`config.mk`:
```
export PLATFORM = sky130hd
export DESIGN_NAME = fetch_decode_stage
export DESIGN_NICKNAME = d
export VERILOG_FILES = /design/src/rtl/fetch_decode_stage.sv
export SDC_FILE = /design/constraint.sdc
export NUM_CORES = 1
export LEC_CHECK = 0
export CORE_MARGIN = 2
export CORE_UTILIZATION = 45
export DETAILED_ROUTE_END_ITERATION = 7
export HOLD_SLACK_MARGIN = 0.03
export MAX_ROUTING_LAYER = met4
export PLACE_DENSITY = 0.77
export SLEW_MARGIN = 20
export SYNTH_ARGS = -nofsm -noshare
export SYNTH_HDL_FRONTEND = slang
export SYNTH_SLANG_ARGS = --single-unit
```
`constraint.sdc`:
```
create_clock -name clk -period 2.9 [get_ports clk]
set_input_delay 0.58 -clock clk [delete_from_list [all_inputs] [get_ports clk]]
set_output_delay 0.58 -clock clk [all_outputs]
set_load 0.01 [all_outputs]
```
`src/rtl/fetch_decode_stage.sv`:
```
// Fetch/decode front end: one outstanding instruction-memory request, a single
// ID register with a one-entry hold buffer, and redirect-driven flush.
module fetch_decode_stage #(
    parameter logic [15:0] RESET_PC = 16'h0000
) (
    input  logic        clk,
    input  logic        rst,
    output logic        imem_req,
    output logic [15:0] imem_addr,
    input  logic [15:0] imem_rdata,
    input  logic        imem_valid,
    input  logic        stall,
    input  logic        redirect,
    input  logic [15:0] redirect_pc,
    output logic        id_valid,
    output logic [15:0] id_instr,
    output logic [15:0] id_pc,
    output logic [3:0]  id_opcode,
    output logic [3:0]  id_rd,
    output logic [3:0]  id_rs,
    output logic [3:0]  id_imm
);

    // state  | meaning
    // FETCH  | issue a request at pc (suppressed by redirect)
    // WAIT   | request outstanding, waiting for imem_valid
    // HOLD   | response parked in hold buffer while ID is stalled
    // DROP   | request outstanding but flushed; discard its response
    typedef enum logic [1:0] {S_FETCH, S_WAIT, S_HOLD, S_DROP} state_t;

    state_t      state_q, state_d;
    logic [15:0] pc_q, pc_d;
    logic        id_valid_q, id_valid_d;
    logic [15:0] id_instr_q, id_instr_d;
    logic [15:0] id_pc_q, id_pc_d;
    logic        hold_valid_q, hold_valid_d;
    logic [15:0] hold_instr_q, hold_instr_d;
    logic [15:0] hold_pc_q, hold_pc_d;
    logic        id_free;

    assign id_free = !id_valid_q || !stall;

    always_comb begin
        state_d      = state_q;
        pc_d         = pc_q;
        id_valid_d   = id_valid_q && stall;
        id_instr_d   = id_instr_q;
        id_pc_d      = id_pc_q;
        hold_valid_d = hold_valid_q;
        hold_instr_d = hold_instr_q;
        hold_pc_d    = hold_pc_q;

        if (redirect) begin
            id_valid_d   = 1'b0;
            hold_valid_d = 1'b0;
            pc_d         = redirect_pc;
            case (state_q)
                S_FETCH: state_d = S_FETCH;
                S_HOLD:  state_d = S_FETCH;
                // A response arriving in the redirect cycle itself is dropped here,
                // otherwise the outstanding one is still owed and must be eaten.
                S_WAIT,
                S_DROP:  state_d = imem_valid ? S_FETCH : S_DROP;
                default: state_d = S_FETCH;
            endcase
        end else begin
            case (state_q)
                S_FETCH: state_d = S_WAIT;
                S_WAIT: begin
                    if (imem_valid) begin
                        pc_d = pc_q + 16'd1;
                        if (id_free) begin
                            id_valid_d = 1'b1;
                            id_instr_d = imem_rdata;
                            id_pc_d    = pc_q;
                            state_d    = S_FETCH;
                        end else begin
                            hold_valid_d = 1'b1;
                            hold_instr_d = imem_rdata;
                            hold_pc_d    = pc_q;
                            state_d      = S_HOLD;
                        end
                    end
                end
                S_HOLD: begin
                    if (!stall && hold_valid_q) begin
                        id_valid_d   = 1'b1;
                        id_instr_d   = hold_instr_q;
                        id_pc_d      = hold_pc_q;
                        hold_valid_d = 1'b0;
                        state_d      = S_FETCH;
                    end
                end
                S_DROP: begin
                    if (imem_valid)
                        state_d = S_FETCH;
                end
                default: state_d = S_FETCH;
            endcase
        end
    end

    always_ff @(posedge clk or posedge rst) begin
        if (rst) begin
            state_q      <= S_FETCH;
            pc_q         <= RESET_PC;
            id_valid_q   <= 1'b0;
            id_instr_q   <= 16'h0000;
            id_pc_q      <= 16'h0000;
            hold_valid_q <= 1'b0;
            hold_instr_q <= 16'h0000;
            hold_pc_q    <= 16'h0000;
        end else begin
            state_q      <= state_d;
            pc_q         <= pc_d;
            id_valid_q   <= id_valid_d;
            id_instr_q   <= id_instr_d;
            id_pc_q      <= id_pc_d;
            hold_valid_q <= hold_valid_d;
            hold_instr_q <= hold_instr_d;
            hold_pc_q    <= hold_pc_d;
        end
    end

    assign imem_req  = (state_q == S_FETCH) && !redirect && !rst;
    assign imem_addr = pc_q;
    assign id_valid  = id_valid_q;
    assign id_instr  = id_instr_q;
    assign id_pc     = id_pc_q;
    assign id_opcode = id_instr_q[15:12];
    assign id_rd     = id_instr_q[11:8];
    assign id_rs     = id_instr_q[7:4];
    assign id_imm    = id_instr_q[3:0];

endmodule
```
==> flow_summary.json, run 1 <==
{
  "status": "complete, no violations",
  "ant_nets": 0,
  "synth_common_cells": "84 x dfrtp_1, 35 x mux2i_1, 35 x nor2_1",
  "synth_flop_cell": "dfrtp_1",
  "endpoint": "imem_req",
  "cts_root_buffer": "clkbuf_8",
  "synth_top_area_share_pct": 50.54,
  "wl_mm": 8.642,
  "power_leakage_nw": 2.312,
  "antenna_cells": 0,
  "cp_data_arrival_time_ns": 1.99,
  "end_kind": "output port",
  "tightest_slew_ns": 0.5923,
  "io_pins": 103,
  "dp_hpwl_mm": 6.103,
  "row_count": 35,
  "slew_viol_final": 0,
  "finalNetCount": 504,
  "drv_cap": 0,
  "met2_length_mm": 3.996,
  "grt_pass1_wl_mm": 14.28,
  "met3WireLength_um": 392,
  "io_buffers": 102,
  "htree_num_levels": 3,
  "finalCriticalPeriod_ns": 2.568,
  "start_util_pct": 45.66,
  "die_area_mm2": 0.01003,
  "clkSinkCount": 84,
  "grt_overflow_total": 0,
  "path_clk_slew_ns": 0.08,
  "synthArstFlopShare_pct": 100.0,
  "synth_cell_types": 40,
  "viasPerCell": 5.179,
  "synth_most_common_cell": "dfrtp_1",
  "multiInputGateArea_mm2": 0.001765,
  "fin_crit_sh_pct": 88.54,
  "yosys.area.top_type": "dfrtp_1",
  "dr.pass1.iters": 5,
  "ff2ff_path_depth": 5,
  "grt_pass1_vias": 2904,
  "crit_start": "redirect",
  "fin_hold_ws_ns": 0.4830,
  "netlist_area_mm2": 0.004159,
  "seqCellArea_mm2": 0.002102,
  "vias": 2978,
  "grt_use_total_pct": 18.25,
  "rsz0062_at_grt": "no",
  "numCtsBuffers": 9,
  "core_area_mm2": 0.009109,
  "setup_violations": 0,
  "ys_ff_latch": 84,
  "syn_nets": 419,
  "postCtsSetupBuffers": 0,
  "fmax_mhz": 389.5,
  "die_x_um": 100.1,
  "synth_area_per_cell_um2": 11.12,
  "hold_viol_final": 0,
  "syn2layout_area_growth_pct": 30.02,
  "ys_seq_area_share_pct": 50.54,
  "synth_area_leaders": "dfrtp_1 51%, mux2i_1 8.4%, mux2_4 7.2%",
  "ir_worst_vdd_mv": 0.3441,
  "drtIter0Drc": 124,
  "fp.dieH_um": 100.1,
  "reg2reg_to": "hold_pc_q[3]$_DFFE_PP0P_",
  "drt-wirelength-per-cell_um": 15.03,
  "cts-resized-gates": 0,
  "worstSetupStartpointType": "input pin",
  "antenna_found_initial": 0,
  "fin_skew_ns": 0.01045,
  "top_layer": "met4",
  "drive_above_1_share_pct": 12.50,
  "wl_met1_mm": 4.158,
  "clock_latency_ns": 0.34,
  "postCtsHoldBufs": 0,
  "cts_tree": "yes",
  "path_class": "input pin to output port",
  "ys_warn_count": 0,
  "gp_congestion": 0.8843,
  "hp-class": "flip-flop to flip-flop",
  "slew_headroom_pct": 60.47,
  "drcViolationCount": 0,
  "worst-r2r-setup-slack_ns": 0.62,
  "fillers": 769,
  "r2r-start": "state_q[1]$_DFFE_PP0P_",
  "required_ns": 2.32,
  "critPathMaxFanout": 10,
  "grt_max_degree": 65,
  "finalSetupTns_ns": 0,
  "power_density_mw_per_mm2": 889.8,
  "dp_cells": 559,
  "postSynthCellCount": 374,
  "finalNonFillerCells": 575,
  "clock_path_buffers": 2,
  "synth_edf_count": 0
}
-- registers in the layout, indices dropped and copies added, names as in the netlist --
name and cells:
hold_instr_q 16, hold_pc_q 16, hold_valid_q 1, id_instr 16, id_pc 16, id_valid 1, imem_addr 16, state_q 2
-- worst min-delay path by stage --
stage / end / depth (start not counted) / start / slack, ns
2_1_floorplan: hold_pc_q[11]$_DFFE_PP0P_ / 2 / hold_pc_q[11]$_DFFE_PP0P_ / 0.45
3_3_place_gp: hold_pc_q[15]$_DFFE_PP0P_ / 2 / hold_pc_q[15]$_DFFE_PP0P_ / 0.46
3_5_place_dp: hold_pc_q[4]$_DFFE_PP0P_ / 2 / hold_pc_q[4]$_DFFE_PP0P_ / 0.47
4_1_cts: hold_pc_q[4]$_DFFE_PP0P_ / 2 / hold_pc_q[4]$_DFFE_PP0P_ / 0.49
5_1_grt: hold_pc_q[2]$_DFFE_PP0P_ / 2 / hold_pc_q[2]$_DFFE_PP0P_ / 0.52
6_report: hold_pc_q[4]$_DFFE_PP0P_ / 2 / hold_pc_q[4]$_DFFE_PP0P_ / 0.48
-- cell usage in the layout (no fill, tap or decap), types with 4 or more instances in the layout --
master             n
nor3_1             6
mux2_2             9
mux2_4            20
ha_1               8
o21ai_0           18
xnor2_1           10
nand2_1           27
mux2i_1           35
clkdlybuf4s50_1  102
buf_4              6
nand3_1            4
inv_1             11
nor4_1             6
dfrtp_1           84
a21oi_1           33
nor2_1            35
clkbuf_8          10
-- cell families (layout without fill, tap and decap cells) --
kind of cell / after synthesis / in the layout / share of synthesized area, %
buffers and inverters: 48 / 138 / 7.010
AOI/OAI and AO/OA: 66 / 66 / 9.447
xor gates and xnor gates: 11 / 11 / 2.316
muxes: 64 / 64 / 18.08
DFF: 84 / 84 / 50.54
adders and majority gates: 8 / 8 / 2.407
and+or+nand+nor: 93 / 93 / 10.20
-- final cells by class --
| class | instances | area share (%) |
|---|---|---|
| Clock inverter | 6 | 2.059 |
| Timing Repair Buffer | 110 | 20.45 |
| Tap cell | 111 | 2.568 |
| Inverter | 12 | 0.8561 |
| Clock buffer | 10 | 2.545 |
| Multi-Input combinational cell | 242 | 32.65 |
| Sequential cell | 84 | 38.87 |
-- per-layer routing --
layer | vias up | global-route usage, %
li1 | 1453 | -
met1 | 1427 | 25.58
met2 | 87 | 27.52
met3 | 11 | 2.994
met4 | 0 | 5.479
met5 | - | -
-- where the power goes --
part	internal (mW)	total, mW	switching (mW)
registers	1.58	1.86	0.280
clock network	0.596	1.02	0.419
logic	1.10	1.94	0.835
total	3.28	4.81	1.53
-- worst max-delay path: stages --
cell             delay (ns)
clkdlybuf4s50_1        0.58
nor3b_1                0.26
clkdlybuf4s50_1        0.57
-- per-stage QoR --
| step | instance area [um2] | total power [mW] | setup WS [ns] | util [%] |
|---|---|---|---|---|
| floorplan | 4159 | 2.983 | 0.1549 | - |
| finish | 5408 | 4.812 | 0.3324 | 59.37 |
| detailed placement | 5159 | 3.832 | 0.3344 | 56.63 |
| global route | 5408 | 5.117 | 0.2462 | 59.37 |
| CTS | 5408 | 4.858 | 0.3316 | 59.37 |
| global placement | 5159 | 3.768 | 0.3440 | 56.63 |
(Power assumes the default switching activity.)
==> inputs of run 2 (changes only) <==
- PLACE_DENSITY: 0.77 -> 0.8
==> run 2 against run 1 <==
  * Design area shrank 1.8%
  * Non-clock buffer count down 2
  * Flip-flop and latch count unchanged
  * Clock skew decreased by 0.0028 ns
  * Fmax fell by 0.22%
  * Via count is 0.34% higher
  * Total power fell by 5.8%
  * Sequential share of layout area increased by 0.71 points
  * Critical path type unchanged
  * Critical endpoint unchanged
  * Largest power group unchanged
  * Highest routed layer unchanged
==> flow_summary.json, run 2 (synthesis gave the netlist of run 1 again) <==
{
  "cp_data_arrival_time_ns": 1.99,
  "final.setup.worst_slack_ns": 0.3268,
  "tightest_slew_ns": 0.7570,
  "path_class": "input pin to output port",
  "drv_cap": 0,
  "antenna_found_initial": 0,
  "cts_root_buffer": "clkbuf_8",
  "worst-r2r-setup-slack_ns": 0.64,
  "fmax_mhz": 388.6,
  "final_common_cell": "clkdlybuf4s50_1",
  "grt_max_degree": 65,
  "syn2layout_area_growth_pct": 27.71,
  "ff2ff_path_depth": 5,
  "ir_worst_vdd_mv": 0.3202,
  "path_clk_slew_ns": 0.09,
  "drive_above_1_share_pct": 11.90,
  "dr.pass1.iters": 4,
  "grt_overflow_total": 0,
  "crit_family": "buffers and inverters",
  "io_pins": 103,
  "slowest_delay_ns": 0.57,
  "cts_tree": "yes",
  "grt_use_total_pct": 19.16,
  "row_count": 35,
  "grt_pass1_vias": 2948,
  "postCtsSetupBuffers": 0,
  "fin_hold_ws_ns": 0.4961,
  "worstHoldStart": "hold_pc_q[4]$_DFFE_PP0P_",
  "power_leakage_nw": 2.267,
  "p_int_mw": 2.992,
  "end_kind": "output port",
  "dp_hpwl_mm": 6.061,
  "cts-resized-gates": 0,
  "finalCriticalPeriod_ns": 2.573,
  "core_area_mm2": 0.009109,
  "reg2reg_to": "hold_instr_q[0]$_DFFE_PP0P_",
  "fin_skew_ns": 0.007613,
  "drt-wirelength-per-cell_um": 15.30,
  "io_buffers": 102,
  "post-place-ws_ns": 0.3152,
  "fin_crit_sh_pct": 88.73,
  "clock_latency_ns": 0.35,
  "fillers": 793,
  "crit_slowest_cell": "clkdlybuf4s50_1",
  "power_mw": 4.534,
  "viasPerCell": 5.215,
  "min_to": "hold_pc_q[4]$_DFFE_PP0P_",
  "postCtsHoldBufs": 0,
  "crit_start": "redirect",
  "hold_viol_final": 0,
  "p_sw_share_pct": 34.00,
  "cp_cell_sequence": "clkdlybuf4s50_1 > nor3b_1 > clkdlybuf4s50_1",
  "status": "complete, no violations",
  "finalNonFillerCells": 573,
  "vias": 2988,
  "cp.buffers_inverters": 2,
  "finalSetupTns_ns": 0,
  "hp-class": "flip-flop to flip-flop",
  "die_x_um": 100.1,
  "fp.dieH_um": 100.1,
  "timing.critical_path.mode_cell": "clkdlybuf4s50_1",
  "drtIter0Drc": 98,
  "setup_violations": 0,
  "clock_path_buffers": 2,
  "grt_pass1_wl_mm": 14.63,
  "ant_nets": 0,
  "critPathMaxFanout": 10,
  "antenna_cells": 0,
  "rsz0062_at_grt": "no",
  "seqPwrFrac_pct": 41.0,
  "start_util_pct": 45.66,
  "final_cell_mix": "102 x clkdlybuf4s50_1, 84 x dfrtp_1, 35 x mux2i_1, 35 x nor2_1, 33 x a21oi_1",
  "min_path_cells": 2,
  "required_ns": 2.32,
  "clkSinkCount": 84,
  "numCtsBuffers": 9,
  "worstSetupStartpointType": "input pin",
  "die_area_mm2": 0.01003,
  "drcViolationCount": 0,
  "wl_mm": 8.768,
  "gp_congestion": 0.8173,
  "slew_headroom_pct": 49.47,
  "htree_num_levels": 3,
  "finalNetCount": 502,
  "power_switching_mw": 1.541,
  "r2r-start": "state_q[1]$_DFFE_PP0P_",
  "power.share.clock_pct": 16.2,
  "power_density_mw_per_mm2": 853.6,
  "p_comb_share_pct": 42.9,
  "dp_cells": 557,
  "slew_viol_final": 0
}
run 2: cell count changes in the layout (fill, tap and decap cells not counted), sizes merged:
cell	previous run	this run
inv	11	12
clkinv	3	5
buf	8	6
bufinv	3	0
run 2: worst max-delay path by stage:
stage | end | slack, ns | cells after the start
final | imem_req | 0.33 | 3
after global routing | imem_req | 0.24 | 3
after CTS | imem_req | 0.31 | 3
after detailed placement | hold_pc_q[10]$_DFFE_PP0P_ | 0.32 | 4
after global placement | hold_instr_q[2]$_DFFE_PP0P_ | 0.36 | 4
after floorplan | hold_instr_q[0]$_DFFE_PP0P_ | 0.15 | 1
run 2: layout make-up:
type                    count  area, um2  area share (%)
flip-flops and latches     84       2102           39.58
multi-input cells         242       1765           33.24
repair buffers            108       1091           20.54
well taps                 111      138.9           2.615
clock buffers              10      127.6           2.403
inverters                  12      46.29          0.8716
clock inverters             6      40.04          0.7538
run 2: power groups by stage:
stage | sequential [mW] | combinational (mW) | clock (mW)
2_1_floorplan | 1.95 | 1.04 | 0
3_3_place_gp | 1.86 | 1.90 | 0
3_5_place_dp | 1.88 | 1.95 | 0
4_1_cts | 1.86 | 1.96 | 0.759
5_1_grt | 1.92 | 2.12 | 0.815
6_report | 1.86 | 1.94 | 0.733
run 2: stage by stage:
stage	area [um2]	util [%]
floorplan	4159	-
global placement	5144	56.47
detailed placement	5144	56.47
CTS	5311	58.31
global route	5311	58.31
finish	5311	58.31
run 2: worst min-delay path, cell delays in order (launching register included):
cell and delay, ns:
dfrtp_1 0.36, nand2_1 0.05, o21ai_0 0.06
run 2: per-layer routing:
metal / part of all wire [%] / track usage (%)
met4: 1.0 / 6.217
met5: 0 / -
met3: 5.2 / 4.178
met1: 47 / 25.54
met2: 47 / 29.38
